## src/rtl/irq_ctrl.sv

```systemverilog
// Edge-triggered 8-line interrupt controller with fixed lowest-index priority,
// an enable mask and a present/service handshake toward the mcu.
module irq_ctrl #(
  parameter logic [7:0] DEFAULT_MASK = 8'hFF
) (
  input  logic       clock,
  input  logic       reset_n,
  input  logic [7:0] req,
  input  logic       ack,
  input  logic       eoi,
  input  logic       mask_we,
  input  logic [7:0] mask_wdata,
  output logic       interrupt,
  output logic [2:0] irq,
  output logic [7:0] pending,
  output logic [7:0] mask,
  output logic       busy
);

  typedef enum logic [1:0] {IDLE, PRESENT, SERVICE} state_t;

  state_t     r_state;
  state_t     w_nextState;
  logic [7:0] r_reqPrev;
  logic [7:0] r_pending;
  logic [7:0] r_mask;
  logic       r_armed;
  logic       r_interrupt;
  logic       r_busy;
  logic [2:0] r_irq;
  logic [7:0] w_edge;
  logic [7:0] w_active;
  logic [7:0] w_pendingNext;
  logic [2:0] w_winner;
  logic [2:0] w_irqNext;

  // r_armed suppresses edge detection on the first posedge after reset, so
  // lines already high when reset releases never look like fresh edges.
  assign w_edge   = r_armed ? (req & ~r_reqPrev) : 8'h00;
  assign w_active = r_pending & r_mask;

  always_comb begin
    w_winner = 3'd0;
    for (int i = 7; i >= 0; i--) begin
      if (w_active[i]) w_winner = 3'(i);
    end
  end

  // Ack takes precedence over a mask-off in PRESENT; a new edge always wins
  // over the ack clearing the same pending bit.
  always_comb begin
    w_nextState   = r_state;
    w_irqNext     = r_irq;
    w_pendingNext = r_pending;
    case (r_state)
      IDLE: begin
        if (w_active != 8'h00) begin
          w_nextState = PRESENT;
          w_irqNext   = w_winner;
        end
      end
      PRESENT: begin
        if (ack) begin
          w_nextState             = SERVICE;
          w_pendingNext[r_irq]    = 1'b0;
        end else if (!r_mask[r_irq]) begin
          w_nextState = IDLE;
        end
      end
      SERVICE: begin
        if (eoi) w_nextState = IDLE;
      end
      default: w_nextState = IDLE;
    endcase
    w_pendingNext = w_pendingNext | w_edge;
  end

  always_ff @(posedge clock or negedge reset_n) begin
    if (!reset_n) begin
      r_state     <= IDLE;
      r_irq       <= 3'd0;
      r_pending   <= 8'h00;
      r_reqPrev   <= 8'h00;
      r_armed     <= 1'b0;
      r_mask      <= DEFAULT_MASK;
      r_interrupt <= 1'b0;
      r_busy      <= 1'b0;
    end else begin
      r_state     <= w_nextState;
      r_irq       <= w_irqNext;
      r_pending   <= w_pendingNext;
      r_reqPrev   <= req;
      r_armed     <= 1'b1;
      r_mask      <= mask_we ? mask_wdata : r_mask;
      r_interrupt <= (w_nextState == PRESENT);
      r_busy      <= (w_nextState == SERVICE);
    end
  end

  assign interrupt = r_interrupt;
  assign irq       = r_irq;
  assign pending   = r_pending;
  assign mask      = r_mask;
  assign busy      = r_busy;

endmodule

```

## config.mk

```make
export PLATFORM = sky130hd
export DESIGN_NAME = irq_ctrl
export DESIGN_NICKNAME = d
export VERILOG_FILES = /design/src/rtl/irq_ctrl.sv
export SDC_FILE = /design/constraint.sdc
export NUM_CORES = 1
export LEC_CHECK = 0
export CAP_MARGIN = 20
export CORE_ASPECT_RATIO = 0.5
export CORE_UTILIZATION = 50
export CTS_BUF_LIST = sky130_fd_sc_hd__clkbuf_8
export CTS_CLUSTER_SIZE = 30
export DETAILED_ROUTE_END_ITERATION = 8
export PLACE_DENSITY_LB_ADDON = 0.08
export SYNTH_ARGS = -nofsm -noshare
export SYNTH_HDL_FRONTEND = slang
export SYNTH_SLANG_ARGS = --single-unit
```

## constraint.sdc

```tcl
create_clock -name clock -period 2.3 [get_ports clock]
set_clock_uncertainty 0.15 [all_clocks]
set_input_delay 0.345 -clock clock [delete_from_list [all_inputs] [get_ports clock]]
set_output_delay 0.345 -clock clock [all_outputs]
set_load 0.005 [all_outputs]
```

==> results of run 1 <==
==> kinds of logic (layout without fill, tap and decap cells) <==
family,count (synthesis),count (layout),share of synthesized area [%]
and+or+nand+nor,41,41,15.9
DFF,32,32,60.2
AOI/OAI and AO/OA,25,25,11.8
muxes,11,11,9.84
buffers and inverters,5,51,2.04
other,1,1,0.278
==> sequential cells by signal, indices dropped and copies added, names as in the netlist <==
signal,flops
r_reqPrev,8
busy,1
irq,3
r_state,2
interrupt,1
pending,8
r_armed,1
mask,8
==> layout make-up <==
cell class,instances,area (um2)
sequential,32,811
timing repair buffer,42,418
multi-input combinational,78,509
fill,172,475
clock buffer,5,68.8
inverter,1,3.75
clock inverter,3,42.5
tap,35,43.8
==> worst paths after layout <==
| kind | to | slack (ps) | depth (start not counted) |
|---|---|---|---|
| setup / recovery | irq[2] | 330 | 1 |
| hold / removal | irq[2] | 290 | 2 |
| setup reg to reg | interrupt | 690 | 3 |
| hold reg to reg | pending[6] | 290 | 1 |
| max in group asynchronous | mask[2] | 1380 | 2 |
| min in group clock | pending[6] | 290 | 1 |
==> cell usage in the layout, fill, tap and decap left out, types with 2 or more instances in the layout <==
cell type	count
a21oi_1	4
a22oi_1	2
clkbuf_8	5
clkdlybuf4s50_1	41
dfrtp_1	24
dfstp_2	8
mux2_2	8
mux2i_1	2
nand2_1	19
nand3_1	2
nand3b_1	9
nand4_1	2
nor2_1	3
o21ai_0	9
o21ai_1	2
o31ai_1	2
==> metal layers <==
metal / vias up / wire length, um / GRT usage (%)
li1: 507 / - / -
met1: 529 / 1310 / 32.1
met3: 3 / 273 / 7.81
met2: 43 / 1520 / 41.3
met5: - / 0 / 0
met4: 0 / 21 / 9.72
==> where the power goes <==
group / internal (W) / total, W / leakage (nW) / switching (W)
Combinational: 0.000393 / 0.000664 / 0.347 / 0.000270
Clock: 0.000320 / 0.000534 / 0.0541 / 0.000214
Sequential: 0.000715 / 0.000906 / 0.352 / 0.000190
==> stage by stage <==
stage,hold WS [ps],instances
2_1_floorplan,-101,115
3_3_place_gp,267,188
3_5_place_dp,275,188
4_1_cts,284,196
5_1_grt,319,196
6_report,293,196
==> metrics.cfg, run 1 <==
[run_status]
status = complete, no violations

[critical_path]
reg2reg_from = irq[1]
path_delay_family = flip-flops
cp_data_arrival_time_ps = 1470
start_kind = register
worstPathRequired_ps = 1800
crit_buf_inv = 1
crit_path_end_kind = output pin
crit_start = irq[2]
path_class = register to output pin
crit_chain = clkdlybuf4s50_1
worst_path_max_delay_cell = dfrtp_1
critPathMaxFanout = 10
max_stage_delay_ps = 600

[cts]
clkTransAtPathRegs_ps = 70
cts.sinks = 32
htreeDepth = 2
root_buffer = clkbuf_8
clock_latency_ps = 290
postCtsSetupRepairBufs = 0
cts_buffer_depth = 2
cts_tree = done
cts-buffers-inserted = 5
holdBufCountCts = 0
post_cts_resize_count = 0

[logic_synthesis]
syn_area_mm2 = 0.00135
yosysSeqAreaShare_pct = 60.2
yosysTopAreaCell = dfrtp_1
ys_warn_count = 0
ys_types = 32
synth_top_area_share_pct = 44.6
synth-seq-cells = 32
synth_common_cells = 24 x dfrtp_1, 19 x nand2_1, 9 x nand3b_1, 9 x o21ai_0
synth_area_leaders = dfrtp_1 45%, dfstp_2 16%, mux2_2 6.7%, nand2_1 5.3%, nand3b_1 5.0%
synthArstFlopShare_pct = 100
synth-edff-count = 0
syn_nets = 136
syn_avg_cell_area_um2 = 11.7
synth_cells = 115
synth_ff_type = dfrtp_1
yosysMostFrequentCell = dfrtp_1

[grt]
grt_max_degree = 33
grt_pass1_vias = 973
grt_use_total_pct = 25.3
grt_antenna_before_repair = 0
grt_overflow = 0
grt_pass1_wl_um = 4840

[hold_path]
hold_class = input port to asynchronous set/reset pin

[pwr]
p_leak_nw = 0.754
power_w = 0.00210
peakVddDrop_uv = 566
power_density_mw_per_mm2 = 1110

[timing]
report.final.setup_viol = 0
hold_viol = 0
rsz0062_at_grt = false
period_share_pct = 85.4
max_freq_mhz = 509
finalSetupTns_ps = 0
drv_slew = 0
fin_ws_ps = 335
min_period_ps = 1970

[floorplan]
die_w_um = 75.4
ios = 42
dieArea_mm2 = 0.00292
die_height_um = 38.7
rows = 12
initial_core_util_pct = 56.8
core_area_mm2 = 0.00237

[layout]
finish.instance_area_mm2 = 0.00190
utilization_pct = 80.0
drive_gt1_share_pct = 18.0
syn2layout_area_growth_pct = 40.8
nets = 181
num_antenna_cells = 0

[drt]
finalWirelength_um = 3130
wl_per_cell_um = 16.0
firstDrtPassIters = 4
vias_per_cell = 5.52
drt_iter0_drc = 55
ant_nets = 0
drc_errors = 0
vias = 1082

[flow_run]
maxCapViolations = 0

[placed_design]
placedInstanceArea_mm2 = 0.00179
port-buffer-count = 41
dp_hpwl_um = 2270
place_ws_ps = 426
gp_congestion = 0.841

Note: power is estimated with default switching activity, not from simulation.
==> run 2, diff against run 1 <==
--- a/config.mk
+++ b/config.mk
@@ -7,7 +7,7 @@
 export LEC_CHECK = 0
 export CAP_MARGIN = 20
 export CORE_ASPECT_RATIO = 0.5
-export CORE_UTILIZATION = 50
+export CORE_UTILIZATION = 43
 export CTS_BUF_LIST = sky130_fd_sc_hd__clkbuf_8
 export CTS_CLUSTER_SIZE = 30
 export DETAILED_ROUTE_END_ITERATION = 8
==> constraint.sdc (replaced) <==
create_clock -name clock -period 1.7 [get_ports clock]
set_clock_uncertainty 0.15 [all_clocks]
set_input_delay 0.255 -clock clock [delete_from_list [all_inputs] [get_ports clock]]
set_output_delay 0.255 -clock clock [all_outputs]
set_load 0.005 [all_outputs]
==> metrics.cfg, run 2 (synthesized netlist as in run 1, its figures left out) <==
[run_status]
status = complete, no violations

[timing]
period_share_pct = 97.2
whs_ps = 184  ; -109 ps
hold_viol = 0  ; unchanged
min_period_ps = 1650
max_freq_mhz = 605
drv_slew = 0  ; unchanged
report.final.setup_viol = 0  ; unchanged
rsz0062_at_grt = false
fin_ws_ps = 47.5  ; -287 ps
finalSetupTns_ps = 0  ; unchanged

[grt]
grt_max_degree = 33  ; unchanged
grt_pass1_vias = 1131  ; +16%
grt_antenna_before_repair = 0  ; unchanged
grt_overflow = 0  ; unchanged
grt_use_total_pct = 22.8  ; -2.5 points
grt_pass1_wl_um = 5420  ; +12%

[critical_path]
crit_path_end_kind = register
start_kind = register
cp_data_arrival_time_ps = 1660  ; +190 ps
r2r_cells = 5  ; +2
max_stage_delay_ps = 380  ; -220 ps
worst_path_max_delay_cell = dfstp_2
path_class = register to register
crit_chain = buf_4 -> a22oi_2 -> nand3_1 -> o21ai_0 -> o21ai_1
reg2reg_from = mask[3]
critPathMaxFanout = 4  ; -6
crit_start = mask[3]
worstPathRequired_ps = 1700  ; -100 ps

[floorplan]
ios = 42  ; unchanged
dieArea_mm2 = 0.00338  ; +16%
rows = 13  ; +1
core_area_mm2 = 0.00278  ; +17%
initial_core_util_pct = 48.4  ; -8.4 points
die_height_um = 41.6  ; +7.4%
die_w_um = 81.2  ; +7.6%

[layout]
layout_common_cells = 33 x clkdlybuf4s50_1, 23 x dfrtp_1, 19 x nand2_1
drive_gt1_share_pct = 24.3  ; +6.3 points
num_antenna_cells = 0  ; unchanged
utilization_pct = 72.6  ; -7.3 points
final_cells = 210  ; +7.1%
syn2layout_area_growth_pct = 50.0
final_common_cell = clkdlybuf4s50_1
nets = 193  ; +6.6%
nFillCells = 211  ; +23%

[placed_design]
port-buffer-count = 41  ; unchanged
place_ws_ps = -2.65  ; -429 ps
place_inst = 194  ; +3.2%
dp_hpwl_um = 2270  ; about the same
gp_congestion = 0.855  ; +1.7%

[cts]
root_buffer = clkbuf_8
cts.sinks = 32  ; unchanged
htreeDepth = 2  ; unchanged
clock_latency_ps = 290  ; about the same
cts_tree = done
cts-buffers-inserted = 5  ; unchanged
cts_buffer_depth = 2  ; unchanged
clkTransAtPathRegs_ps = 70  ; about the same

[flow_run]
maxCapViolations = 0  ; unchanged

[pwr]
peakVddDrop_uv = 873  ; +54%
power_density_mw_per_mm2 = 1490  ; +34%
p_leak_nw = 0.841  ; +12%

[drt]
drt_iter0_drc = 86  ; +56%
firstDrtPassIters = 4  ; unchanged
drc_errors = 0  ; unchanged
vias = 1117  ; +3.2%
vias_per_cell = 5.32  ; -3.6%
finalWirelength_um = 3230  ; +3.3%
wl_per_cell_um = 15.4  ; -3.6%
ant_nets = 0  ; unchanged

[hold_path]
hold_class = input port to asynchronous set/reset pin

==> run 2: path summary, 6_finish.rpt <==
kind                       slack, ps      endpoint
setup / recovery                  50     interrupt
min in group clock               280  r_reqPrev[7]
hold / removal                   180  r_reqPrev[3]
setup reg to reg                  50     interrupt
max in group asynchronous        970       mask[5]
hold reg to reg                  300    pending[6]
==> run 2: final cells by class <==
type / count / area, um2 / area share [%]
Inverter: 1 / 3.75 / 0.186
Clock buffer: 7 / 96.3 / 4.77
Tap cell: 37 / 46.3 / 2.29
Multi-Input combinational cell: 78 / 509 / 25.2
Clock inverter: 1 / 30.0 / 1.49
Timing Repair Buffer: 54 / 523 / 25.9
Sequential cell: 32 / 812 / 40.2
==> run 2: report_power, final <==
part,internal (W),switching (W)
registers,0.000973,0.000180
clock network,0.000517,0.000281
logic,0.000588,0.000463
total,0.00208,0.000924
==> run 2: worst max-delay path: cells and delay by family (launching register included) <==
kind / cells / cell delay [ps]
AO/OA/AOI/OAI: 3 / 700
buffers and inverters: 1 / 140
flip-flops: 1 / 380
AND/OR/NAND/NOR: 1 / 140
==> run 2: repair_timing <==
| item | CTS | global route |
|---|---|---|
| setup endpoints to repair | 9 | 0 |
| resized for setup | 9 | 0 |
| endpoints found under the hold margin | 0 | 0 |
| setup buffers | 8 | 0 |
| hold buffers | 0 | 0 |
==> run 2: routing by layer <==
metal  part of all wire [%]  GRT usage, %  vias to the layer above
li1                       -             -                      525
met1                     45          30.2                      535
met2                     45          33.4                       46
met3                    7.5          7.69                       11
met4                    2.4          11.4                        0
met5                      0             0                        -
==> run 2: metrics by stage <==
stage / power [W] / cell area [um2]
2_1_floorplan: 0.00164 / 1350
3_3_place_gp: 0.00215 / 1840
3_5_place_dp: 0.00219 / 1840
4_1_cts: 0.00302 / 2020
5_1_grt: 0.00319 / 2020
6_report: 0.00300 / 2020
